**config.mk**
```make
export PLATFORM = sky130hd
export DESIGN_NAME = instr_control
export DESIGN_NICKNAME = d
export VERILOG_FILES = /design/src/rtl/instr_control.sv
export SDC_FILE = /design/constraint.sdc
export NUM_CORES = 1
export LEC_CHECK = 0
export BUFFER_PORTS_ARGS = -buffer_cell sky130_fd_sc_hd__buf_2
export CORE_ASPECT_RATIO = 2
export CORE_MARGIN = 1.5
export CORE_UTILIZATION = 40
export CTS_CLUSTER_DIAMETER = 200
export DETAILED_ROUTE_END_ITERATION = 10
export PLACE_DENSITY = 0.74
export SLEW_MARGIN = 25
export SYNTH_ARGS = -nofsm -noshare
export SYNTH_HDL_FRONTEND = slang
export SYNTH_SLANG_ARGS = --single-unit
```
**constraint.sdc**
```tcl
create_clock -name clk -period 2.22 [get_ports clk]
set_clock_uncertainty 0.1 [all_clocks]
set_input_delay 0.444 -clock clk [delete_from_list [all_inputs] [get_ports clk]]
set_output_delay 0.444 -clock clk [all_outputs]
set_load 0.01 [all_outputs]
```
**src/rtl/instr_control.sv**
```systemverilog
// Moore control FSM for a 16-bit load/store CPU: fetches into IR, decodes,
// and sequences register-file, ALU and memory controls one state per cycle.
module instr_control #(
  parameter logic [8:0] RESET_PC = 9'd0
) (
  input  logic        clk,
  input  logic        reset_n,
  input  logic [15:0] read_data,
  input  logic [15:0] datapath_out,
  output logic [1:0]  mem_cmd,
  output logic [8:0]  mem_addr,
  output logic [7:0]  pc_out,
  output logic [15:0] sximm8,
  output logic [15:0] sximm5,
  output logic [2:0]  readnum,
  output logic [2:0]  writenum,
  output logic [1:0]  shift,
  output logic [1:0]  ALUop,
  output logic [1:0]  vsel,
  output logic        loada,
  output logic        loadb,
  output logic        asel,
  output logic        bsel,
  output logic        loadc,
  output logic        loads,
  output logic        write,
  output logic        halted
);

  localparam logic [4:0] S_RST   = 5'd0;
  localparam logic [4:0] S_IF1   = 5'd1;
  localparam logic [4:0] S_IF2   = 5'd2;
  localparam logic [4:0] S_UPD   = 5'd3;
  localparam logic [4:0] S_DEC   = 5'd4;
  localparam logic [4:0] S_WIMM  = 5'd5;
  localparam logic [4:0] S_GETA  = 5'd6;
  localparam logic [4:0] S_GETB  = 5'd7;
  localparam logic [4:0] S_EXEC  = 5'd8;
  localparam logic [4:0] S_WREG  = 5'd9;
  localparam logic [4:0] S_ADDR  = 5'd10;
  localparam logic [4:0] S_LADDR = 5'd11;
  localparam logic [4:0] S_MRD   = 5'd12;
  localparam logic [4:0] S_LWB   = 5'd13;
  localparam logic [4:0] S_STRB  = 5'd14;
  localparam logic [4:0] S_STRC  = 5'd15;
  localparam logic [4:0] S_MWR   = 5'd16;
  localparam logic [4:0] S_HALT  = 5'd17;

  localparam logic [1:0] MEM_NONE  = 2'b00;
  localparam logic [1:0] MEM_READ  = 2'b01;
  localparam logic [1:0] MEM_WRITE = 2'b10;

  logic [4:0]  state_q, state_d;
  logic [8:0]  pc_q, pc_d;
  logic [15:0] ir_q, ir_d;
  logic [8:0]  da_q, da_d;

  logic [2:0] opcode, rn, rd, rm;
  logic [1:0] op, sh;
  logic       is_movi, is_movr, is_alu, is_cmp, is_ldr, is_str, is_halt;
  logic       unused_dp;

  assign opcode = ir_q[15:13];
  assign op     = ir_q[12:11];
  assign rn     = ir_q[10:8];
  assign rd     = ir_q[7:5];
  assign sh     = ir_q[4:3];
  assign rm     = ir_q[2:0];

  assign is_movi = (opcode == 3'b110) && (op == 2'b10);
  assign is_movr = (opcode == 3'b110) && (op == 2'b00);
  assign is_alu  = (opcode == 3'b101);
  assign is_cmp  = is_alu && (op == 2'b01);
  assign is_ldr  = (opcode == 3'b011) && (op == 2'b00);
  assign is_str  = (opcode == 3'b100) && (op == 2'b00);
  assign is_halt = (opcode == 3'b111);

  assign sximm8    = {{8{ir_q[7]}}, ir_q[7:0]};
  assign sximm5    = {{11{ir_q[4]}}, ir_q[4:0]};
  assign pc_out    = pc_q[7:0];
  assign unused_dp = ^datapath_out[15:9];

  always_comb begin
    state_d = state_q;
    pc_d    = pc_q;
    ir_d    = ir_q;
    da_d    = da_q;
    case (state_q)
      S_RST:  state_d = S_IF1;
      S_IF1:  state_d = S_IF2;
      S_IF2: begin
        ir_d    = read_data;
        state_d = S_UPD;
      end
      S_UPD: begin
        pc_d    = pc_q + 9'd1;
        state_d = S_DEC;
      end
      S_DEC: begin
        if (is_movi)                          state_d = S_WIMM;
        else if (is_movr)                     state_d = S_GETB;
        else if (is_alu || is_ldr || is_str)  state_d = S_GETA;
        else if (is_halt)                     state_d = S_HALT;
        else                                  state_d = S_IF1;
      end
      S_WIMM: state_d = S_IF1;
      S_GETA: state_d = is_alu ? S_GETB : S_ADDR;
      S_GETB: state_d = S_EXEC;
      S_EXEC: state_d = is_cmp ? S_IF1 : S_WREG;
      S_WREG: state_d = S_IF1;
      S_ADDR: state_d = S_LADDR;
      S_LADDR: begin
        // Effective address computed in ADDR is latched here for MRD/MWR.
        da_d    = datapath_out[8:0];
        state_d = is_ldr ? S_MRD : S_STRB;
      end
      S_MRD:  state_d = S_LWB;
      S_LWB:  state_d = S_IF1;
      S_STRB: state_d = S_STRC;
      S_STRC: state_d = S_MWR;
      S_MWR:  state_d = S_IF1;
      S_HALT: state_d = S_HALT;
      default: state_d = S_RST;
    endcase
  end

  always_comb begin
    mem_cmd  = MEM_NONE;
    mem_addr = da_q;
    readnum  = 3'd0;
    writenum = 3'd0;
    shift    = 2'b00;
    ALUop    = 2'b00;
    vsel     = 2'd0;
    loada    = 1'b0;
    loadb    = 1'b0;
    asel     = 1'b0;
    bsel     = 1'b0;
    loadc    = 1'b0;
    loads    = 1'b0;
    write    = 1'b0;
    halted   = 1'b0;
    case (state_q)
      S_IF1, S_IF2: begin
        mem_cmd  = MEM_READ;
        mem_addr = pc_q;
      end
      S_WIMM: begin
        vsel     = 2'd2;
        write    = 1'b1;
        writenum = rn;
      end
      S_GETA: begin
        readnum = rn;
        loada   = 1'b1;
      end
      S_GETB: begin
        readnum = rm;
        loadb   = 1'b1;
        shift   = sh;
      end
      S_EXEC: begin
        // MOV reg passes B through by zeroing the A operand.
        shift = sh;
        asel  = is_movr;
        ALUop = is_alu ? op : 2'b00;
        loads = is_cmp;
        loadc = !is_cmp;
      end
      S_WREG: begin
        write    = 1'b1;
        writenum = rd;
      end
      S_ADDR: begin
        bsel  = 1'b1;
        loadc = 1'b1;
      end
      S_MRD: mem_cmd = MEM_READ;
      S_LWB: begin
        mem_cmd  = MEM_READ;
        vsel     = 2'd3;
        write    = 1'b1;
        writenum = rd;
      end
      S_STRB: begin
        readnum = rd;
        loadb   = 1'b1;
      end
      S_STRC: begin
        asel  = 1'b1;
        loadc = 1'b1;
      end
      S_MWR:  mem_cmd = MEM_WRITE;
      S_HALT: halted = 1'b1;
      default: ;
    endcase
  end

  always_ff @(posedge clk) begin
    if (!reset_n) begin
      state_q <= S_RST;
      pc_q    <= RESET_PC;
      ir_q    <= 16'd0;
      da_q    <= 9'd0;
    end else begin
      state_q <= state_d;
      pc_q    <= pc_d;
      ir_q    <= ir_d;
      da_q    <= da_d;
    end
  end

endmodule

```
==> impl_metrics.py <==
metrics = {
    "worst_setup_path": {
        "cp_cell_sequence": "and2b_2, nor2_2, or3_4, buf_8, mux2_4, buf_6",
        "path_buf_inv": 2,
        "path_delay_family": "simple AND/OR/NAND/NOR gates",
        "cpPeakStageDelay_ns": 0.35,
        "cp_data_arrival_time_ns": 1.83,
        "reg2reg_to": "ir_q[6]",
        "cp_max_fo": 5,
        "slowest_stage": "dfxtp_4",
        "critPathLaunchType": "flop",
        "end_kind": "output pin",
        "crit_required_ns": 1.68,
        "reg2reg_depth": 6,
        "r2r-start": "state_q[0]",
        "rrSetupSlack_ns": 0.37,
        "path_class": "reg2out",
    },
    "routing": {
        "route.detailed.drc": 0,
        "wl_um": 5930,
        "first_pass_iters": 4,
        "avgViaCountPerCell": 4.87,
        "ant_nets": 0,
        "drtIter0Drc": 83,
        "vias": 2284,
        "routedWlPerCell_um": 12.6,
    },
    "layout": {
        "final_core_util_pct": 51.5,
        "fin_area_sq_um": 3200,
        "area_growth_pct": 25.4,
        "drive_gt1_share_pct": 40.7,
        "final_nets": 417,
        "antenna_cells": 0,
    },
    "cts": {
        "clock_latency_ns": 0.29,
        "htreeDepth": 2,
        "cts.sinks": 39,
        "cts_tree": "built",
        "path_clk_slew_ns": 0.06,
        "root_buffer": "clkbuf_16",
        "cts.path.max_buffers": 2,
        "numCtsBuffers": 5,
    },
    "placed_design": {
        "dpl_cell_area_sq_um": 2850,
        "dpl.hpwl_um": 4160,
        "routabilityCongestion": 0.862,
        "portBuffers": 97,
    },
    "global_route": {
        "first_global_vias": 1959,
        "track_usage_pct": 17.6,
        "antenna_found_initial": 0,
        "grt_pass1_wl_um": 9450,
        "grt_max_degree": 25,
        "grt-ovfl-total": 0,
    },
    "hold_path": {
        "hold_path_class": "in2reg",
        "hold_start": "read_data[11]",
        "whs_path_depth": 3,
        "min_delay_worst_endpoint": "ir_q[11]",
    },
    "floorplan": {
        "start_util_pct": 41.1,
        "die_area_sq_um": 6890,
        "die_h_um": 116,
        "ioPinCount": 105,
        "num_rows": 41,
        "die_x_um": 59.5,
        "coreArea_sq_um": 6210,
    },
    "yosys": {
        "synth_nets": 351,
        "synthTopCellsByArea": "dfxtp_1, buf_4, nand2_1, mux2_4, mux2i_1",
        "yosys.area.top_type": "dfxtp_1",
        "yosysWarningCount": 0,
        "synth_most_common_cell": "nand2_1",
        "ys_top_cells_by_count": "nand2_1, buf_4, dfxtp_1",
        "synth_cell_types": 51,
        "ys_ff_latch": 39,
        "ys.flop_type": "dfxtp_1",
        "synth.avg_cell_area_sq_um": 8.07,
        "netlist_instances": 316,
        "ys_seq_area_share_pct": 30.6,
        "netlist.area_leader.share_pct": 30.6,
        "synthArstFlopShare_pct": 0,
        "synth_area_sq_um": 2550,
        "synth-edff-count": 0,
    },
    "sta": {
        "setup_viol": 12,
        "fin_crit_ns": 2.37,
        "tns_ns": -1.58,
        "post-route-period-util_pct": 107,
        "rsz0062_at_grt": "true",
        "whs_ns": 0.293,
        "maxSlewViolCount": 0,
        "slew_headroom_pct": 72.5,
        "worst_slack_ns": -0.154,
        "worst_slew_pin_slew_ns": 0.411,
        "hold_viol": 0,
        "timing.fmax_ghz": 0.421,
    },
    "outcome": {
        "status": "finished, violations left",
        "violations": "negative setup slack",
    },
    "power_and_ir_drop": {
        "powerDensity_nw_per_um2": 545,
        "finalPower_mw": 1.74,
        "ir_drop_v": 0.000526,
        "p_leak_nw": 1.50,
    },
    "job": {
        "max_cap_viol_count": 0,
    },
}
[power by group]
group	internal (mW)	total [mW]	switching, mW
Clock	0.415	0.691	0.276
Combinational	0.146	0.300	0.155
Sequential	0.723	0.751	0.0284
[worst max path at each step]
stage / from / end / slack (ns) / cells after the start
2_1_floorplan: state_q[2] / loads / 0.17 / 5
5_1_grt: state_q[3] / mem_addr[1] / -0.20 / 5
6_report: state_q[0] / mem_addr[7] / -0.15 / 6
4_1_cts: state_q[0] / mem_addr[2] / -0.17 / 6
3_3_place_gp: state_q[0] / mem_addr[0] / 0.05 / 6
3_5_place_dp: state_q[0] / mem_addr[2] / 0.03 / 6
[area by class of cell]
| cell class | count | area [sq um] |
|---|---|---|
| Timing Repair Buffer | 117 | 714 |
| Sequential cell | 39 | 787 |
| Clock buffer | 7 | 133 |
| Fill cell | 615 | 3010 |
| Multi-Input combinational cell | 216 | 1440 |
| Clock inverter | 1 | 5.00 |
| Inverter | 3 | 11.3 |
| Tap cell | 86 | 108 |
[repair_timing]
action | 4_1_cts | 5_1_grt
endpoints found under the setup margin | 18 | 19
hold buffers | 0 | 0
cloned | 1 | 0
gates resized for setup | 28 | 9
pin swaps | 3 | 7
buffers inserted | 5 | 2
hold endpoints to repair | 0 | 0
[cell families after synthesis]
logic type | Yosys count | synth area share (%)
multiplexers | 21 | 10.0
AO/OA/AOI/OAI | 43 | 11.7
buffers and inverters | 61 | 16.0
flip-flops | 39 | 30.6
adder cells (fa/ha/maj) | 1 | 0.491
XOR/XNOR | 6 | 2.06
AND/OR/NAND/NOR | 145 | 29.1
[worst min-delay path, stage by stage]
cell,delay (ns)
buf_2,0.10
nand2_1,0.04
a21boi_1,0.05
[flip-flops by register name, indices dropped and copies added (netlist names)]
name	count
da_q	9
pc_q	9
state_q	5
ir_q	16
[layer usage]
layer | GRT usage (%) | routed length (um)
met4 | 5.91 | 86
met2 | 28.5 | 2900
met3 | 3.35 | 360
met5 | 0 | 0
met1 | 22.9 | 2580
[stage by stage]
stage          setup slack [ns]  instances
3_5_place_dp             0.0343        454
5_1_grt                  -0.198        469
4_1_cts                  -0.165        468
3_3_place_gp             0.0466        454
6_report                 -0.154        469
2_1_floorplan             0.174        316
[layout by cell type, fill, tap and decap left out, types with 3 or more instances in the layout]
cell type  count
dfxtp_1       36
o21ai_0        3
nor2_4         3
buf_2         88
a21boi_1       8
buf_6         13
nand2b_1       4
mux2_4         9
xor2_1         6
inv_1          3
nor3_1         3
buf_4         15
nor2_1        21
a22oi_2        3
nor2b_1       11
clkbuf_16      5
and2_1         9
nand2_1       55
and3_1         5
nand3_1        7
a21oi_1        8
mux2i_1       12
a21boi_0       8
Power figures use the tool's default switching activity.
